`src/rtl/digit_bbox_detect.sv`:
```
// Pixel binarizer, frame-sync edge detector, frame counter and ROI bounding-box tracker.
// Optional build macro DIGIT_BBOX_RUNFILT_EN: only pixels continuing a horizontal run qualify.
module digit_bbox_detect #(
  parameter logic [7:0]  THRESHOLD = 8'd100,
  parameter logic [11:0] ROI_X0    = 12'd100,
  parameter logic [11:0] ROI_X1    = 12'd380,
  parameter logic [11:0] ROI_Y0    = 12'd40,
  parameter logic [11:0] ROI_Y1    = 12'd230,
  parameter logic [2:0]  FRAME_NUM = 3'd4
) (
  input  logic        TFT_VCLK,
  input  logic        rst_n,
  input  logic        TFT_VS,
  input  logic        TFT_DE,
  input  logic [7:0]  gray,
  input  logic [11:0] hcount,
  input  logic [11:0] vcount,
  output logic [11:0] hcount_o,
  output logic [11:0] vcount_o,
  output logic        th_flag,
  output logic        th_flag_rise,
  output logic        th_flag_fall,
  output logic        TFT_VS_rise,
  output logic        TFT_VS_fall,
  output logic [2:0]  frame_cnt,
  output logic [11:0] hcount_l,
  output logic [11:0] hcount_r,
  output logic [11:0] vcount_l,
  output logic [11:0] vcount_r,
  output logic        bbox_valid
);

  logic        th_flag_d;
  logic        vs_r0;
  logic        vs_r1;
  logic [11:0] min_x;
  logic [11:0] max_x;
  logic [11:0] min_y;
  logic [11:0] max_y;
  logic        found;
  logic        in_roi;
  logic        qualify;

  always_ff @(posedge TFT_VCLK or negedge rst_n) begin
    if (!rst_n) begin
      th_flag   <= 1'b0;
      th_flag_d <= 1'b0;
      hcount_o  <= 12'd0;
      vcount_o  <= 12'd0;
      vs_r0     <= 1'b0;
      vs_r1     <= 1'b0;
    end else begin
      th_flag   <= TFT_DE & (gray < THRESHOLD);
      th_flag_d <= th_flag;
      hcount_o  <= hcount;
      vcount_o  <= vcount;
      vs_r0     <= TFT_VS;
      vs_r1     <= vs_r0;
    end
  end

  assign th_flag_rise = th_flag & ~th_flag_d;
  assign th_flag_fall = ~th_flag & th_flag_d;
  assign TFT_VS_rise  = vs_r0 & ~vs_r1;
  assign TFT_VS_fall  = ~vs_r0 & vs_r1;

  assign in_roi = (hcount_o >= ROI_X0) && (hcount_o <= ROI_X1) &&
                  (vcount_o >= ROI_Y0) && (vcount_o <= ROI_Y1);

`ifdef DIGIT_BBOX_RUNFILT_EN
  logic [11:0] hcount_p;

  always_ff @(posedge TFT_VCLK or negedge rst_n) begin
    if (!rst_n) begin
      hcount_p <= 12'd0;
    end else begin
      hcount_p <= hcount_o;
    end
  end

  // Needs two dark pixels in a row on the same line; isolated specks never qualify.
  assign qualify = th_flag & th_flag_d & (hcount_o == hcount_p + 12'd1) & in_roi;
`else
  assign qualify = th_flag & in_roi;
`endif

  always_ff @(posedge TFT_VCLK or negedge rst_n) begin
    if (!rst_n) begin
      frame_cnt <= 3'd0;
    end else if (TFT_VS_rise) begin
      frame_cnt <= (frame_cnt == FRAME_NUM - 3'd1) ? 3'd0 : frame_cnt + 3'd1;
    end
  end

  // Frame end takes priority: a pixel coinciding with the VS strobe is dropped.
  always_ff @(posedge TFT_VCLK or negedge rst_n) begin
    if (!rst_n) begin
      min_x      <= 12'hFFF;
      max_x      <= 12'd0;
      min_y      <= 12'hFFF;
      max_y      <= 12'd0;
      found      <= 1'b0;
      hcount_l   <= ROI_X0;
      hcount_r   <= ROI_X1;
      vcount_l   <= ROI_Y0;
      vcount_r   <= ROI_Y1;
      bbox_valid <= 1'b0;
    end else if (TFT_VS_rise) begin
      if (found) begin
        hcount_l <= min_x;
        hcount_r <= max_x;
        vcount_l <= min_y;
        vcount_r <= max_y;
      end
      bbox_valid <= found;
      min_x      <= 12'hFFF;
      max_x      <= 12'd0;
      min_y      <= 12'hFFF;
      max_y      <= 12'd0;
      found      <= 1'b0;
    end else if (qualify) begin
      if (hcount_o < min_x) min_x <= hcount_o;
      if (hcount_o > max_x) max_x <= hcount_o;
      if (vcount_o < min_y) min_y <= vcount_o;
      if (vcount_o > max_y) max_y <= vcount_o;
      found <= 1'b1;
    end
  end

endmodule

```
`config.mk`:
```
export PLATFORM = sky130hd
export DESIGN_NAME = digit_bbox_detect
export DESIGN_NICKNAME = d
export VERILOG_FILES = /design/src/rtl/digit_bbox_detect.sv
export SDC_FILE = /design/constraint.sdc
export NUM_CORES = 1
export LEC_CHECK = 0
export CAP_MARGIN = 5
export CORE_MARGIN = 3
export CORE_UTILIZATION = 45
export DETAILED_ROUTE_END_ITERATION = 12
export PLACE_DENSITY = 0.73
export SYNTH_ARGS = -nofsm -noshare
export SYNTH_HDL_FRONTEND = slang
export SYNTH_SLANG_ARGS = --single-unit
```
`constraint.sdc`:
```
create_clock -name TFT_VCLK -period 3.7 [get_ports TFT_VCLK]
set_input_delay 0.74 -clock TFT_VCLK [delete_from_list [all_inputs] [get_ports TFT_VCLK]]
set_output_delay 0.74 -clock TFT_VCLK [all_outputs]
set_load 0.02 [all_outputs]
```
==> impl_metrics.ini, run 1 <==
[drt]
first_pass_iters = 4
wirelength_um = 13400
drtIter0Drc = 254
wire_per_inst_um = 15.7
drtAntennaViolNets = 0
vias = 4404
viasPerCell = 5.15
route.detailed.drc = 0

[logic_synthesis]
synthArstFlopShare_pct = 100
ys_seq_area_share_pct = 55.0
synth.avg_cell_area_um2 = 10.7
ys_types = 42
synth_edf_count = 0
ys.flop_type = dfrtp_1
synthCells = 555
synth_nets = 638
yosysWarnings = 0
syn_area_mm2 = 0.00596
synth-seq-cells = 129

[worst_setup_path]
crit_path_end_kind = register
regToRegSetupSlack_ps = 920
critPathTopFamily = compound AO/OA/AOI/OAI gates
slowest_stage = a2111oi_4
r2r-end = min_y[2]$_DFFE_PN1P_
worstSetupStartpointType = register
path_class = reg -> reg
cp.required_ps = 4040
worst_r2r_path_depth = 7
crit_chain = inv_1 -> ha_1 -> a21o_1 -> a221oi_1 -> o21ai_0 -> a2111oi_4 -> mux2i_1
r2r-start = min_y[6]$_DFFE_PN1P_
max_stage_delay_ps = 910
critPathBufInv = 1
critPathMaxFanout = 12
crit_arrival_ps = 3110

[die]
initial_core_util_pct = 46.7
rows = 41
die_w_um = 121
coreArea_mm2 = 0.0128
die_height_um = 121
die_area_mm2 = 0.0147
pin_count = 117

[global_route]
grt_pass1_vias = 4450
antenna_found_initial = 0
grt_pass1_wl_um = 22300
grt_usage_pct = 19.8
grt_remaining_overflow = 0
grt_max_degree = 74

[clock_tree]
htreeDepth = 4
cts_buffers = 17
post_cts_resized = 0
clock_path_buffers = 2
clock_latency_ps = 420
clock-sinks = 129
postCtsHoldBufs = 0
cts_setup_buffers = 0
clk_pin_slew_worst_paths_ps = 50
cts_root_buf = clkbuf_16
cts_tree = done

[layout]
drive_gt1_share_pct = 12.9
mostFrequentLayoutCells = clkdlybuf4s50_1 (113), nand2_1 (89), dfrtp_1 (89)
n_antenna_cell = 0
utilization_pct = 61.6
fin_nets = 753
syn_to_final_growth_pct = 31.9
postLayoutCellArea_mm2 = 0.00786
final_common_cell = clkdlybuf4s50_1

[timing]
finalCritPeriodShare_pct = 75.0
setup_tns_ps = 0
finalHoldViolations = 0
min_period_ps = 2780
final-setup-viol-count = 0
tightestPinTransition_ps = 1090
skew_ps = 6.12
setup_slack_ps = 923
timing.fmax_ghz = 0.360
maxSlewHeadroom_pct = 26.9
report.final.slew_viol_count = 0
rsz0062_at_grt = false

[place]
placed_area_mm2 = 0.00726
place_congestion = 0.800
place_ws_ps = 931
portBuffers = 114
place_hpwl_um = 9750

[power_and_ir_drop]
power_density_mw_per_mm2 = 445
total_power_mw = 3.50
ir_drop_mv = 0.309
leakage_nw = 3.57

[hold_path]
min_from = vs_r0$_DFF_PN0_
hold_end = vs_r1$_DFF_PN0_
whs_path_depth = 0
hold_path.class = reg -> reg

[flow_run]
drv_cap = 0

[outcome]
status = completed
logic make-up after synthesis:
family | after synthesis | share of synthesized area (%)
simple gates | 168 | 12.3
flops | 129 | 55.0
buf+inv | 71 | 4.97
fa+ha+maj | 47 | 9.86
compound gates | 102 | 11.5
mux | 38 | 6.46
where the power goes:
group / internal [mW] / leakage (nW) / switching [mW]
clock: 1.11 / 0.296 / 0.589
sequential: 1.45 / 1.59 / 0.0485
combinational: 0.139 / 1.68 / 0.160
total: 2.70 / 3.57 / 0.797
layout make-up:
type	instances	area, um^2
fillers	1030	4910
flip-flops and latches	129	3280
multi-input cells	355	2390
repair buffers	119	1190
clock buffers	22	474
well taps	172	215
inverters	48	180
clock inverters	10	134
routing by layer:
layer / global-route usage (%) / wire (um) / vias to the layer above
li1: - / - / 2126
met1: 25.8 / 5910 / 2143
met2: 30.8 / 6470 / 106
met3: 5.50 / 698 / 29
met4: 9.28 / 355 / 0
met5: 0 / 0 / -
synth_stat cells, types with 10 or more instances:
master,number,area share (%)
dfrtp_1,89,37
nand2_1,90,5.7
o21ai_0,44,3.7
inv_1,47,3.0
dfstp_2,40,18
o21ai_1,15,1.3
clkbuf_1,16,1.0
mux2i_1,34,5.7
a21o_1,13,1.6
ha_1,47,9.9
a21oi_1,10,0.84
nor2_1,38,2.4
registers in the layout (all words and copies together), names as in the netlist:
signal / count
vcount_o: 12
max_y: 12
bbox_valid: 1
min_x: 12
vcount_r: 12
hcount_l: 12
frame_cnt: 3
vs_r1: 1
max_x: 12
vcount_l: 12
vs_r0: 1
min_y: 12
th_flag_d: 1
hcount_o: 12
hcount_r: 12
th_flag: 1
found: 1
metrics by stage:
step	hold WS (ps)	cells
6_report	433	855
5_1_grt	440	855
4_1_cts	429	855
3_5_place_dp	411	823
3_3_place_gp	403	823
2_1_floorplan	375	555
worst register-to-register path: stages, from the launching register on:
cell and delay (ps):
dfstp_2 530, inv_1 50, ha_1 290, a21o_1 180
a221oi_1 260, o21ai_0 180, a2111oi_4 910, mux2i_1 300
worst max-delay path by stage:
stage	startpoint	endpoint	slack [ps]	cells past startpoint
4_1_cts	hcount_o[7]$_DFF_PN0_	max_y[1]$_DFFE_PN0P_	910	5
5_1_grt	min_y[4]$_DFFE_PN1P_	min_y[6]$_DFFE_PN1P_	760	7
2_1_floorplan	vcount_o[11]$_DFF_PN0_	max_y[2]$_DFFE_PN0P_	1390	7
6_report	min_y[6]$_DFFE_PN1P_	min_y[2]$_DFFE_PN1P_	920	7
3_3_place_gp	hcount_o[7]$_DFF_PN0_	max_y[7]$_DFFE_PN0P_	1010	5
3_5_place_dp	hcount_o[7]$_DFF_PN0_	max_y[1]$_DFFE_PN0P_	930	5
Note: power is estimated with default switching activity, not from simulation.
==> inputs of run 2 (changes only) <==
clock period = 2.9 ns   (was 3.7 ns; I/O delays follow)
==> impl_metrics.ini, run 2 (synthesis results as in run 1) <==
[timing]
min_period_ps = 2560
rsz0062_at_grt = false
finalHoldViolations = 0
tightestPinTransition_ps = 810
skew_ps = 5.11
timing.fmax_ghz = 0.391
setup_slack_ps = 341
finalCritPeriodShare_pct = 88.2
final-setup-viol-count = 0
setup_tns_ps = 0
report.final.slew_viol_count = 0
maxSlewHeadroom_pct = 45.8

[layout]
postLayoutCellArea_mm2 = 0.00797
syn_to_final_growth_pct = 33.7
fillCellCount = 1020
utilization_pct = 62.4
fin_nets = 763
drive_gt1_share_pct = 14.3
mostFrequentLayoutCells = clkdlybuf4s50_1 (113), nand2_1 (89), dfrtp_1 (89)
n_antenna_cell = 0
final_common_cell = clkdlybuf4s50_1

[place]
placed_area_mm2 = 0.00733
place_hpwl_um = 10300
place_ws_ps = 374
place_congestion = 0.796
portBuffers = 114

[worst_setup_path]
crit_path_end_kind = register
path_class = reg -> reg
worstSetupStartpointType = register
critPathMaxFanout = 8
cp.required_ps = 3200
crit_arrival_ps = 2860

[clock_tree]
clk_pin_slew_worst_paths_ps = 60
clock-sinks = 129
post_cts_resized = 0
postCtsHoldBufs = 0
clock_path_buffers = 2
htreeDepth = 4
cts_tree = done
cts_buffers = 17
cts_root_buf = clkbuf_16
cts_setup_buffers = 0
clock_latency_ps = 420

[global_route]
grt_max_degree = 67
grt_remaining_overflow = 0
grt_usage_pct = 20.7
antenna_found_initial = 0
grt_pass1_wl_um = 23300
grt_pass1_vias = 4663

[drt]
wirelength_um = 14100
first_pass_iters = 4
vias = 4394
drtAntennaViolNets = 0
drtIter0Drc = 254
viasPerCell = 5.08
route.detailed.drc = 0
wire_per_inst_um = 16.3

[die]
pin_count = 117
coreArea_mm2 = 0.0128
die_w_um = 121
initial_core_util_pct = 46.7
die_area_mm2 = 0.0147
rows = 41
die_height_um = 121

[flow_run]
drv_cap = 0

[hold_path]
hold_path.class = in -> async

[power_and_ir_drop]
total_power_mw = 4.60
leakage_nw = 3.64
ir_drop_mv = 0.354
power_density_mw_per_mm2 = 577

[outcome]
status = completed
==> run 2: cell types whose count changed in the layout (fill, tap and decap cells not counted), sizes merged <==
cell	delta
buf	+10
clkinv	-1
bufinv	+1
==> run 2: through the flow <==
step                      cells  hold slack (ps)
after floorplan             555              284
after global placement      833              404
after detailed placement    833              419
after CTS                   865              146
after global routing        865              165
final                       865              138
==> run 2: cell type report <==
type	instances	area (um^2)	area share, %
multi-input combinational	355	2390	30.0
clock inverter	10	155	1.95
tap	172	215	2.70
clock buffer	22	484	6.08
inverter	48	180	2.26
timing repair buffer	129	1260	15.9
sequential	129	3280	41.1
==> run 2: final timing paths <==
| path | cells after the start | slack [ps] | end | startpoint |
|---|---|---|---|---|
| min reg2reg | 0 | 430 | vs_r1$_DFF_PN0_ | vs_r0$_DFF_PN0_ |
| max in group asynchronous | 2 | 1970 | min_x[9]$_DFFE_PN1P_ | rst_n |
| min in group TFT_VCLK | 0 | 430 | vs_r1$_DFF_PN0_ | vs_r0$_DFF_PN0_ |
| max | 7 | 340 | max_y[0]$_DFFE_PN0P_ | vcount_o[9]$_DFF_PN0_ |
| min | 1 | 140 | hcount_l[3]$_DFFE_PN0P_ | rst_n |
| max reg2reg | 7 | 340 | max_y[0]$_DFFE_PN0P_ | vcount_o[9]$_DFF_PN0_ |
==> run 2: worst max-delay path, stage by stage, from the launching register on <==
cell	delay, ps
dfrtp_1	420
ha_1	340
a21oi_1	210
o21ai_0	160
a2111oi_0	710
a2111oi_4	210
buf_4	250
mux2i_1	130
==> run 2: layer usage <==
| layer | GRT usage [%] | share of wire (%) | up-vias | wire length [um] |
|---|---|---|---|---|
| met2 | 33.5 | 48 | 99 | 6810 |
| met4 | 7.44 | 1.7 | 0 | 238 |
| met1 | 27.2 | 45 | 2141 | 6380 |
| li1 | - | - | 2135 | - |
| met5 | 0 | 0 | - | 0 |
| met3 | 4.94 | 4.5 | 19 | 627 |
==> run 2: power by group <==
group | internal (mW) | switching, mW | leakage, nW
registers | 1.85 | 0.0604 | 1.59
logic | 0.182 | 0.213 | 1.73
clock network | 1.52 | 0.763 | 0.312
total | 3.56 | 1.04 | 3.64
